### src/rtl/id_ex_decode_stage.sv
// RV32I decode/issue stage: decodes ALU opcode, function, operands and control flags into a one-entry ID/EX register.
// Optional load-use interlock is compiled in when LOAD_USE_STALL_EN is defined.
module id_ex_decode_stage #(
   parameter int width = 32
) (
   input  logic             clk,
   input  logic             reset,
   input  logic             flush,
   input  logic             in_valid,
   output logic             in_ready,
   input  logic [31:0]      instr,
   input  logic [width-1:0] rs1Data,
   input  logic [width-1:0] rs2Data,
   output logic             out_valid,
   input  logic             out_ready,
   output logic [width-1:0] dataA,
   output logic [width-1:0] dataB,
   output logic [width-1:0] storeData,
   output logic [3:0]       func,
   output logic [2:0]       aluOp,
   output logic [4:0]       rd,
   output logic             regWrite,
   output logic             memRead,
   output logic             memWrite,
   output logic             branch,
   output logic             illegal
);

   localparam logic [6:0] OP_R      = 7'b0110011;
   localparam logic [6:0] OP_IMM    = 7'b0010011;
   localparam logic [6:0] OP_LOAD   = 7'b0000011;
   localparam logic [6:0] OP_STORE  = 7'b0100011;
   localparam logic [6:0] OP_BRANCH = 7'b1100011;
   localparam logic [6:0] OP_LUI    = 7'b0110111;

   logic [6:0]       opcode;
   logic [2:0]       funct3;
   logic [width-1:0] imm_i, imm_s, imm_u;
   logic [width-1:0] dec_a, dec_b, dec_store;
   logic [3:0]       dec_func;
   logic [2:0]       dec_alu_op;
   logic             dec_reg_write, dec_mem_read, dec_mem_write, dec_branch, dec_illegal;
   logic             reg_write_q, mem_read_q, mem_write_q, branch_q, illegal_q;
   logic             hazard, transfer;

   assign opcode = instr[6:0];
   assign funct3 = instr[14:12];

   // Immediates are sign-extended from their top instruction bit to the datapath width.
   always_comb begin
      imm_i       = {width{instr[31]}};
      imm_i[11:0] = instr[31:20];
      imm_s       = {width{instr[31]}};
      imm_s[11:0] = {instr[31:25], instr[11:7]};
      imm_u       = {width{instr[31]}};
      imm_u[31:0] = {instr[31:12], 12'b0};
   end

   always_comb begin
      dec_a         = '0;
      dec_b         = '0;
      dec_store     = '0;
      dec_func      = 4'b0000;
      dec_alu_op    = 3'b000;
      dec_reg_write = 1'b0;
      dec_mem_read  = 1'b0;
      dec_mem_write = 1'b0;
      dec_branch    = 1'b0;
      dec_illegal   = 1'b0;
      case (opcode)
         OP_R: begin
            dec_alu_op    = 3'b010;
            dec_func      = {instr[30], funct3};
            dec_a         = rs1Data;
            dec_b         = rs2Data;
            dec_reg_write = 1'b1;
         end
         OP_IMM: begin
            // instr[30] only distinguishes srai from srli; for other funct3 it is immediate data.
            dec_alu_op    = 3'b010;
            dec_func      = {(funct3 == 3'b101) & instr[30], funct3};
            dec_a         = rs1Data;
            dec_b         = imm_i;
            dec_reg_write = 1'b1;
         end
         OP_LOAD: begin
            dec_a         = rs1Data;
            dec_b         = imm_i;
            dec_mem_read  = 1'b1;
            dec_reg_write = 1'b1;
         end
         OP_STORE: begin
            dec_a         = rs1Data;
            dec_b         = imm_s;
            dec_store     = rs2Data;
            dec_mem_write = 1'b1;
         end
         OP_BRANCH: begin
            dec_alu_op = 3'b001;
            dec_a      = rs1Data;
            dec_b      = rs2Data;
            dec_branch = 1'b1;
         end
         OP_LUI: begin
            dec_b         = imm_u;
            dec_reg_write = 1'b1;
         end
         default: begin
            dec_alu_op  = 3'b111;
            dec_illegal = 1'b1;
         end
      endcase
      if (instr[11:7] == 5'd0) dec_reg_write = 1'b0;
   end

`ifdef LOAD_USE_STALL_EN
   logic uses_rs1, uses_rs2;

   assign uses_rs1 = (opcode == OP_R) || (opcode == OP_IMM) || (opcode == OP_LOAD) ||
                     (opcode == OP_STORE) || (opcode == OP_BRANCH);
   assign uses_rs2 = (opcode == OP_R) || (opcode == OP_STORE) || (opcode == OP_BRANCH);
   // Hold the consumer until the load has left, which leaves exactly one bubble behind it.
   assign hazard = out_valid && mem_read_q && (rd != 5'd0) &&
                   ((uses_rs1 && (instr[19:15] == rd)) || (uses_rs2 && (instr[24:20] == rd)));
`else
   assign hazard = 1'b0;
`endif

   assign in_ready = (!out_valid || out_ready) && !hazard;
   assign transfer = in_valid && in_ready;

   always_ff @(posedge clk) begin
      if (reset) begin
         out_valid   <= 1'b0;
         dataA       <= '0;
         dataB       <= '0;
         storeData   <= '0;
         func        <= 4'b0000;
         aluOp       <= 3'b000;
         rd          <= 5'd0;
         reg_write_q <= 1'b0;
         mem_read_q  <= 1'b0;
         mem_write_q <= 1'b0;
         branch_q    <= 1'b0;
         illegal_q   <= 1'b0;
      end else if (flush) begin
         out_valid <= 1'b0;
      end else if (transfer) begin
         out_valid   <= 1'b1;
         dataA       <= dec_a;
         dataB       <= dec_b;
         storeData   <= dec_store;
         func        <= dec_func;
         aluOp       <= dec_alu_op;
         rd          <= instr[11:7];
         reg_write_q <= dec_reg_write;
         mem_read_q  <= dec_mem_read;
         mem_write_q <= dec_mem_write;
         branch_q    <= dec_branch;
         illegal_q   <= dec_illegal;
      end else if (out_ready) begin
         out_valid <= 1'b0;
      end
   end

   // A bubble must never leak stale control flags into execute.
   assign regWrite = out_valid & reg_write_q;
   assign memRead  = out_valid & mem_read_q;
   assign memWrite = out_valid & mem_write_q;
   assign branch   = out_valid & branch_q;
   assign illegal  = out_valid & illegal_q;

endmodule

### config.mk
export PLATFORM = sky130hd
export DESIGN_NAME = id_ex_decode_stage
export DESIGN_NICKNAME = d
export VERILOG_FILES = /design/src/rtl/id_ex_decode_stage.sv
export SDC_FILE = /design/constraint.sdc
export NUM_CORES = 1
export LEC_CHECK = 0
export CAP_MARGIN = 10
export CORE_MARGIN = 2
export CORE_UTILIZATION = 37
export CTS_CLUSTER_SIZE = 30
export DETAILED_ROUTE_END_ITERATION = 16
export GPL_ROUTABILITY_DRIVEN = 0
export PLACE_DENSITY = 0.76
export SYNTH_ARGS = -nofsm -noshare
export SYNTH_HDL_FRONTEND = slang
export SYNTH_SLANG_ARGS = --single-unit
### constraint.sdc
create_clock -name clk -period 1.57 [get_ports clk]
set_clock_uncertainty 0.1 [all_clocks]
set_input_delay 0.157 -clock clk [delete_from_list [all_inputs] [get_ports clk]]
set_output_delay 0.157 -clock clk [all_outputs]
set_load 0.01 [all_outputs]
* Yosys cells after proc, flatten, opt, wreduce, memory -nomap -nowiden *
Cells that the tools add are included.
W data, S select, Z words.

storage, ports and cells
  register bits after elaboration = 114
  input port bits = 101
  output and inout port bits = 115
  logic and storage cells = 53

cells by class
  equality and inequality tests = 7
  multiplexer cells = 13
  bitwise logic cells = 7
  reduce and logical (&&, ||, !) cells = 14

operators with widths
  operator              count
  $pmux W32 S4          1
  $mux W32              2
  $eq A7 B6 Y1 const B  3
  $pmux W3 S3           1
  $mux W1               8
  $pmux W4 S2           1
  $reduce_or A2 Y1      4
  $eq A7 B2 Y1 const B  1
  $eq A7 B5 Y1 const B  1
  $eq A7 B7 Y1 const B  1
  $and A1 B1 Y1         6
  $reduce_or A6 Y1      1
  $logic_not A5 Y1      1
  $reduce_or A5 Y1      1
  $reduce_or A4 Y1      1
  $eq A3 B3 Y1 const B  1
  $reduce_or A3 Y1      1
  $reduce_and A2 Y1     1
  $reduce_bool A2 Y1    1
  $logic_and A1 B1 Y1   1
  $logic_not A1 Y1      1
  $logic_or A1 B1 Y1    1
  $not A1 Y1            1

* Logic depth before layout (Yosys ltp) *
Gate-level depths: netlist of the first run.

  word-level depth = 4
  depth in mapped cells = 7
  depth with buffers taken out = 5

* Worst setup path after synthesis of the first run *
Ideal clock, no wire load.

  kind = register -> register
  start point = register out_valid
  end point = register dataA[10]
  library setup time = 0.059 ns
  data arrival time = 1.544 ns
  required time = 1.411 ns
  path slack = -0.133 ns
  cell stages (with the launch flop) = 7
  path buffers = 1
  period minus slack after synthesis = 1.703 ns
  cells stage by stage = dfxtp_1 -> nor2b_4 -> inv_2 -> nand3b_4 -> a2111oi_4 -> buf_6 -> a22o_1

between the ends
  cells in the longest elaborated chain, start to end = 4

RTL lines
  element                             line  RTL
  start: declaration                  14    output logic out_valid,
  start signal: assignment            134   out_valid <= 1'b0;
  start signal: assignment            147   out_valid <= 1'b0;
  start signal: assignment            149   out_valid <= 1'b1;
  $logic_not A1 Y1                    129   assign in_ready = (!out_valid || out_ready) && !hazard;
  $logic_or A1 B1 Y1                  129
  via in_ready                        10    output logic in_ready,
  $logic_and A1 B1 Y1                 130   assign transfer = in_valid && in_ready;
  $reduce_and A2 Y1 (no source line)  -
  end signal: assignment              135   dataA <= '0;
  end signal: assignment              150   dataA <= dec_a;
  end: declaration                    16    output logic [width-1:0] dataA,

The timed path passes the listed nets, and every way through them passes these cells.
A chain may end at the register's enable or synchronous reset.

* Worst setup path in the final report of the first run *
  start point = input instr[2]
  end point = register dataA[22]

between the ends
  cells in the longest elaborated chain, start to end = 3
  elaborated cells on any way between the ends = 7
  classes of those cells = eq/ne (5); mux (1); reduce/logical (1)

RTL lines
  element                               line  RTL
  start: declaration                    11    input logic [31:0] instr,
  $eq A7 B7 Y1 (tied with other cells)  70    case (opcode)
  $reduce_or A5 Y1 (no source line) *   -
  $mux W32 *                            70

Every way passes the cells marked *; elsewhere a longest branch is shown, timed or not.

==> impl_metrics.toml, run 1 <==
[worst_setup_path]
r2r-start = "out_valid"
crit_fanout = 11
regToRegSetupSlack_ns = -0.05
path_class = "in -> reg"
timing.rr.end = "dataA[22]"
required_ns = 1.82
cp_data_arrival_time_ns = 1.87
endpoint_kind = "flip-flop"
start_kind = "input pin"
reg2reg_depth = 7

[sta]
drv_slew = 0
setup_ws_ns = -0.05651
fin_crit_sh_pct = 103.6
finalCriticalPeriod_ns = 1.627
finalHoldViolCount = 0
relSlewSlack_pct = 78.08
setup_viol = 32
fmax_ghz = 0.6148
setup-tns-final_ns = -0.6745
rsz0062_at_grt = "yes"
whs_ns = 0.2371
tightestPinTransition_ns = 0.3281

[pwr]
combinationalPowerShare_pct = 9.6
power_frac_clock_pct = 54.3
swShare_pct = 20.59
power.internal_mw = 6.433
p_per_area_nw_per_um2 = 1002
p_leak_nw = 4.010
ir_drop_mv = 0.6295
seq_power_share_pct = 36.1
p_sw_mw = 1.668

[clock_tree]
hold_buffers = 0
clock_latency_ns = 0.41
numCtsBuffers = 17
clockBufferDepth = 2
cts_max_level = 4
clockRootBuffer = "clkbuf_16"
clk_pin_slew_ns = 0.05
cts_tree = "done"
numClockSinks = 114

[die]
die_x_um = 114.5
row_count = 40
die_y_um = 114.5
coreArea_um2 = 11960
die-area_um2 = 13110
ioPinCount = 216
initial_core_util_pct = 37.78

[grt]
grt_pass1_vias = 4619
antenna_found_initial = 0
grt_max_degree = 45
grt_overflow = 0
grt_pass1_wl_um = 24470
grtUsageTotal_pct = 23.83

[drt]
avgRoutedWirePerCell_um = 20.52
ant_nets = 0
via_count = 4581
vias_per_cell = 5.519
drt_pass1_iterations = 7
drc = 0
wl_um = 17030
drtIter0Drc = 284

[job]
drv_cap = 0

[min_path]
hold_start = "rs1Data[28]"
whs_path_depth = 2
whs_endpoint = "dataA[28]"
hp-class = "in -> reg"

[logic_synthesis]
synth-seq-area-share_pct = 50.50
syn_avg_cell_area_um2 = 10.63
synthCells = 425
syn_nets = 526
ys_ff_latch = 114
ys_warn_count = 0
syn_area_um2 = 4519
synth.distinct_cells = 40

[outcome]
status = "complete, but fails checks"
violations = "negative setup slack"

[cells_and_area]
diodes = 0
finish.instance_area_um2 = 8082
area_growth_syn_to_layout_pct = 78.82
instances_no_fill = 830
final_cell_mix = "clkdlybuf4s50_1, dfxtp_1, a22o_1"
drive_above_1_share_pct = 14.49
fillCellCount = 866
mostFrequentLayoutCell = "clkdlybuf4s50_1"
layout.nets = 771

[placed_design]
pre_cts_ws_ns = -0.4469
place_area_um2 = 7113
port_buffers = 215
dp_cells = 788
dpl.hpwl_um = 11650
-- flip-flops by register name, indices dropped and copies added, names as in the netlist --
name         flops
dataA           32
dataB           32
storeData       32
rd               5
func             4
aluOp            3
branch_q         1
illegal_q        1
mem_read_q       1
mem_write_q      1
out_valid        1
reg_write_q      1
-- through the flow --
| stage | total power, mW | util [%] |
|---|---|---|
| 4_1_cts | 8.140 | 64.86 |
| 6_report | 8.101 | 67.56 |
| 2_1_floorplan | 3.253 | - |
| 3_5_place_dp | 3.749 | 59.47 |
| 5_1_grt | 8.322 | 67.56 |
| 3_3_place_gp | 3.733 | 59.47 |
-- cell usage after synthesis --
cell type	number	area share [%]
dfxtp_1	114	50
a22o_1	99	19
a22oi_1	26	4.3
clkbuf_1	23	1.9
nand2_1	21	1.7
o2bb2ai_1	20	3.9
a21oi_1	19	2.1
buf_2	11	1.2
and3_1	8	1.1
o21ai_0	8	0.89
nor2_1	7	0.58
o22ai_1	7	0.97
a31oi_1	6	0.83
and2_1	6	0.83
mux2i_1	6	1.3
nor3b_1	6	1.0
buf_6	5	1.2
nor3_1	4	0.44
buf_1	3	0.25
inv_2	2	0.17
nand3_1	2	0.22
nand3b_1	2	0.33
nor2b_1	2	0.28
or4_1	2	0.33
a2111oi_4	1	0.61
a211oi_1	1	0.17
a32o_1	1	0.22
and4b_1	1	0.22
clkinv_1	1	0.083
inv_1	1	0.083
nand2b_1	1	0.14
nand3b_4	1	0.44
nand4bb_1	1	0.25
nand4bb_4	1	0.61
nor2b_4	1	0.30
nor4b_4	1	0.53
o21bai_1	1	0.17
o221ai_1	1	0.19
or3_1	1	0.14
xnor2_1	1	0.19
-- power by group through the flow --
stage | Sequential [mW] | Combinational [mW] | Clock (mW)
5_1_grt | 2.93 | 0.828 | 4.57
6_report | 2.93 | 0.776 | 4.40
2_1_floorplan | 2.99 | 0.259 | 0
3_5_place_dp | 2.99 | 0.763 | 0
4_1_cts | 2.93 | 0.763 | 4.45
3_3_place_gp | 2.99 | 0.746 | 0
-- area by class of cell --
| class | count | area [µm²] | area share, % |
|---|---|---|---|
| well taps | 147 | 183.9 | 2.276 |
| clock inverters | 10 | 202.7 | 2.508 |
| repair buffers | 268 | 2860 | 35.39 |
| multi-input cells | 265 | 2062 | 25.51 |
| inverters | 4 | 15.01 | 0.1858 |
| clock buffers | 22 | 474.2 | 5.868 |
| flip-flops and latches | 114 | 2283 | 28.26 |
-- what timing repair did --
item | in CTS | in global routing
cloned | 0 | 7
endpoints found under the setup margin | 105 | 148
setup buffers | 0 | 3
pin swaps | 3 | 6
resized for setup | 47 | 63
-- routing by layer --
layer  up-vias  GRT usage, %  share of wire (%)
met5         -             0                  0
met4         0         9.431                2.0
met3        31         7.358                7.8
met2       219         40.71                 49
met1      2186         27.79                 41
li1       2145             -                  -
-- worst max path at each step --
stage,from,cells after the start,end,slack (ns)
after detailed placement,instr[2],5,dataA[29],-0.45
after floorplan,out_valid,6,dataA[10],-0.10
final,instr[2],6,dataA[22],-0.06
after CTS,out_valid,6,dataA[29],-0.09
after global routing,out_valid,7,dataA[22],-0.12
after global placement,instr[4],7,dataB[27],-0.35
-- worst max-delay path, stage by stage --
cell and delay (ns):
clkdlybuf4s50_1 0.50, nand4bb_4 0.28, a2111oi_4 0.37, buf_6 0.22, clkbuf_16 0.19, a22o_1 0.14
-- cells by family after synthesis --
| logic type | synth area share [%] |
|---|---|
| compound gates | 33.53 |
| flops | 50.50 |
| simple gates | 9.496 |
| buf+inv | 4.955 |
| mux | 1.329 |
| xor+xnor | 0.1938 |
(Power assumes the default switching activity.)
==> run 2: changes to the inputs <==
--- a/config.mk
+++ b/config.mk
@@ -11,6 +11,7 @@
 export CTS_CLUSTER_SIZE = 30
 export DETAILED_ROUTE_END_ITERATION = 16
 export GPL_ROUTABILITY_DRIVEN = 0
+export GPL_TIMING_DRIVEN = 0
 export PLACE_DENSITY = 0.76
 export SYNTH_ARGS = -nofsm -noshare
 export SYNTH_HDL_FRONTEND = slang
==> impl_metrics.toml, run 2 (synthesis gave the netlist of run 1 again) <==
[min_path]
whs_endpoint = "mem_write_q"
hp-class = "in -> reg"
whs_path_depth = 4
hold_start = "instr[2]"

[drt]
drtIter0Drc = 310
via_count = 4689
vias_per_cell = 5.609
drc = 0
ant_nets = 0
wl_um = 17280
avgRoutedWirePerCell_um = 20.67
drt_pass1_iterations = 5

[die]
row_count = 40
ioPinCount = 216
die-area_um2 = 13110
die_y_um = 114.5
initial_core_util_pct = 37.78
coreArea_um2 = 11960
die_x_um = 114.5

[pwr]
swShare_pct = 22.40
seq_power_share_pct = 39.9
combinationalPowerShare_pct = 10.4
p_per_area_nw_per_um2 = 916.2
p_sw_mw = 1.642
power.internal_mw = 5.688
ir_drop_mv = 0.7582
p_leak_nw = 4.123
power_frac_clock_pct = 49.6

[sta]
fin_crit_sh_pct = 110.1
drv_slew = 0
rsz0062_at_grt = "yes"
finalCriticalPeriod_ns = 1.729
setup_ws_ns = -0.1591
finalHoldViolCount = 0
fmax_ghz = 0.5783
tightestPinTransition_ns = 0.7589
setup_viol = 98
whs_ns = 0.03118
relSlewSlack_pct = 49.40

[worst_setup_path]
slowest_stage = "a2111oi_4"
timing.rr.end = "dataA[15]"
start_kind = "flip-flop"
crit_family = "compound AO/OA/AOI/OAI gates"
cp_data_arrival_time_ns = 1.98
endpoint_kind = "flip-flop"
r2r-start = "out_valid"
critPathMaxStageDelay_ns = 0.37
crit_fanout = 9
reg2reg_depth = 7
crit_chain = "nor2b_4, inv_2, nand3b_4, a2111oi_4, buf_12, clkbuf_16, a22o_1"
regToRegSetupSlack_ns = -0.16
required_ns = 1.82
path_class = "reg -> reg"
path_buf_inv = 3

[clock_tree]
clockRootBuffer = "clkbuf_16"
numCtsBuffers = 17
numClockSinks = 114
clk_pin_slew_ns = 0.05
cts_max_level = 4
clockBufferDepth = 2
clock_latency_ns = 0.41
hold_buffers = 0
cts_tree = "done"

[cells_and_area]
drive_above_1_share_pct = 14.97
layout.nets = 777
mostFrequentLayoutCell = "dfxtp_1"
area_growth_syn_to_layout_pct = 77.02
final_cell_mix = "dfxtp_1, clkdlybuf4s50_1, a22o_1"
reg.largest.list = "dataA x32, dataB x32, storeData x32"

[grt]
antenna_found_initial = 1
grtUsageTotal_pct = 25.04
grt_overflow = 0
grt_max_degree = 17
grt_pass1_wl_um = 25350
grt_pass1_vias = 4687

[placed_design]
dpl.hpwl_um = 12190
pre_cts_ws_ns = -0.9153
port_buffers = 213

[job]
drv_cap = 0

[outcome]
violations = "negative setup slack"
status = "complete, but fails checks"
run 2: power groups by stage:
| stage | clock network, mW | registers [mW] | logic (mW) |
|---|---|---|---|
| 4_1_cts | 3.69 | 2.93 | 0.722 |
| 2_1_floorplan | 0 | 2.99 | 0.259 |
| 5_1_grt | 3.81 | 2.93 | 0.813 |
| 3_5_place_dp | 0 | 2.99 | 0.692 |
| 6_report | 3.64 | 2.93 | 0.764 |
| 3_3_place_gp | 0 | 2.99 | 0.679 |
run 2: stage by stage:
step           cells  setup TNS [ns]  cell area [µm²]  utilization [%]  power [mW]
3_5_place_dp     785          -86.88             6837            57.15       3.679
3_3_place_gp     785          -81.28             6837            57.15       3.666
4_1_cts          821          -8.184             7542            63.05       7.338
6_report         836          -9.732             8000            66.88       7.329
5_1_grt          836          -16.08             8000            66.88       7.552
2_1_floorplan    425          -4.174             4521                -       3.253
run 2: worst max-delay path by stage:
| stage | end | depth (start not counted) | from | slack [ns] |
|---|---|---|---|---|
| 6_report | dataA[15] | 7 | out_valid | -0.16 |
| 5_1_grt | dataB[7] | 7 | out_valid | -0.21 |
| 4_1_cts | dataA[4] | 7 | out_valid | -0.15 |
| 3_5_place_dp | storeData[8] | 5 | in_valid | -0.92 |
| 3_3_place_gp | storeData[22] | 6 | instr[6] | -0.89 |
| 2_1_floorplan | dataA[10] | 6 | out_valid | -0.10 |
run 2: layout make-up:
cell class                 instances  area (µm²)
clock inverter                     4       47.55
multi-input combinational        265        2086
inverter                           4       16.27
antenna                            1       2.502
fill                             913        3961
sequential                       114        2286
buffer                            41       360.3
clock buffer                      27       513.0
timing repair buffer             233        2505
tap                              147       183.9
run 2: repair_timing:
item,CTS,global route
endpoints found under the setup margin,159,152
buffers inserted,6,6
gates cloned,0,8
resized for setup,101,102
pin swaps,1,5
run 2: worst min-delay path, stage by stage:
cell     delay (ns)
buf_6          0.11
nor2_2         0.06
nand3_1        0.09
a21oi_1        0.06
run 2: routing by layer:
layer	track usage [%]	wire length, µm
met4	9.187	294
met5	0	0
met3	8.152	1460
met1	29.57	6973
met2	42.41	8555
==> run 3: changes to the inputs <==
--- a/config.mk
+++ b/config.mk
@@ -6,7 +6,7 @@
 export NUM_CORES = 1
 export LEC_CHECK = 0
 export CAP_MARGIN = 10
-export CORE_MARGIN = 2
+export CORE_MARGIN = 4
 export CORE_UTILIZATION = 37
 export CTS_CLUSTER_SIZE = 30
 export DETAILED_ROUTE_END_ITERATION = 16
==> impl_metrics.toml, run 3 (synthesis gave the netlist of run 1 again) <==
[outcome]
status = "complete, but fails checks"
violations = "negative setup slack"

[die]
die_y_um = 118.5
coreArea_um2 = 11960
die_x_um = 118.5
ioPinCount = 216
initial_core_util_pct = 37.78
row_count = 40
die-area_um2 = 14050

[pwr]
ir_drop_mv = 0.7447
fin_total_pwr_mw = 7.192
power_frac_clock_pct = 48.9
power.internal_mw = 5.556
swShare_pct = 22.74
combinationalPowerShare_pct = 10.4
p_leak_nw = 4.155
p_sw_mw = 1.636
p_per_area_nw_per_um2 = 915.9
seq_power_share_pct = 40.7

[sta]
drv_slew = 0
setup_ws_ns = -0.1593
fmax_ghz = 0.5783
finalHoldViolCount = 0
finalCriticalPeriod_ns = 1.729
rsz0062_at_grt = "yes"
tightestPinTransition_ns = 0.7109
fin_crit_sh_pct = 110.1
setup-tns-final_ns = -11.61
relSlewSlack_pct = 52.61
whs_ns = 0.1727
setup_viol = 102

[worst_setup_path]
slowest_stage = "dfxtp_4"
required_ns = 1.82
cp_data_arrival_time_ns = 1.98
crit_chain = "nor2b_4, inv_2, nand3b_4, buf_12, nor4b_4, buf_6, clkbuf_16, a22o_1"
crit_fanout = 6
critPathMaxStageDelay_ns = 0.34
start_kind = "flip-flop"
endpoint_kind = "flip-flop"
path_class = "reg -> reg"

[job]
drv_cap = 0

[cells_and_area]
reg.largest.list = "dataA x32, dataB x32, storeData x32"
fillCellCount = 913
final-seq-area_um2 = 2286
multi_input_area_um2 = 2069
instances_no_fill = 835
layout.nets = 776
final_cell_mix = "dfxtp_1, clkdlybuf4s50_1, a22o_1"
finish.instance_area_um2 = 7853
area_growth_syn_to_layout_pct = 73.75
drive_above_1_share_pct = 14.85
fin_util_pct = 65.65

[clock_tree]
clockBufferDepth = 2
cts_tree = "done"
clk_pin_slew_ns = 0.06
numCtsBuffers = 17
numClockSinks = 114
clockRootBuffer = "clkbuf_16"
clock_latency_ns = 0.41
cts_max_level = 4

[placed_design]
pre_cts_ws_ns = -0.8796
dp_cells = 785
dpl.hpwl_um = 12830
port_buffers = 213
place_area_um2 = 6837

[drt]
drtIter0Drc = 318
ant_nets = 0
vias_per_cell = 5.543
via_count = 4628
wl_um = 17820
avgRoutedWirePerCell_um = 21.34
drt_pass1_iterations = 4
drc = 0

[grt]
grt_pass1_wl_um = 26400
grt_max_degree = 17
antenna_found_initial = 1
grt_overflow = 0
grtUsageTotal_pct = 23.93
grt_pass1_vias = 4686

[min_path]
hp-class = "in -> reg"
==> run 3: changes by cell type in the layout (fill, tap and decap cells not counted), sizes merged, moves of 3 or more <==
cell / before / now
dlymetal6s2s: 53 / 59
buf: 38 / 35
clkbuf: 54 / 57
dlygate4sd2: 42 / 36
==> run 3: routing by layer <==
layer / routed length [µm] / global-route usage [%] / vias to the layer above
li1: - / - / 2169
met3: 1369 / 7.703 / 32
met4: 473 / 9.703 / 0
met1: 7526 / 29.29 / 2217
met5: 0 / 0 / -
met2: 8452 / 38.90 / 210
==> run 3: power by group through the flow <==
stage,Combinational (mW),Sequential [mW],Clock [mW]
5_1_grt,0.796,2.93,3.71
2_1_floorplan,0.259,2.99,0
6_report,0.746,2.93,3.52
4_1_cts,0.731,2.93,3.58
3_3_place_gp,0.680,2.99,0
3_5_place_dp,0.698,2.99,0
==> run 3: path summary, 6_finish.rpt <==
check / startpoint / to / slack (ns) / depth (start not counted)
max: out_valid / storeData[21] / -0.16 / 8
min: instr[2] / reg_write_q / 0.17 / 5
max reg2reg: out_valid / storeData[21] / -0.16 / 8
min reg2reg: rd[4] / rd[4] / 0.36 / 2
==> run 3: what timing repair did <==
action                                  CTS  global route
hold buffers                              1             0
endpoints found under the hold margin     2             0
gates cloned                              3             3
endpoints found under the setup margin  153           166
gates resized for setup                 101            80
pin swaps                                 8             8
setup buffers                             8             3
==> run 3: cell type report <==
type                    instances  area share [%]
diodes                          1         0.03187
plain buffers                  42           3.776
clock buffers                  28           6.708
clock inverters                 3          0.2549
inverters                       4          0.2390
multi-input cells             265           26.35
flip-flops and latches        114           29.11
well taps                     147           2.342
repair buffers                231           31.18
==> run 3: worst max-delay path, delay by kind of cell (launching register included) <==
kind,cells,cell delay (ns)
AOI/OAI and AO/OA,1,0.12
buffers and inverters,4,0.62
DFF,1,0.34
and+or+nand+nor,3,0.47
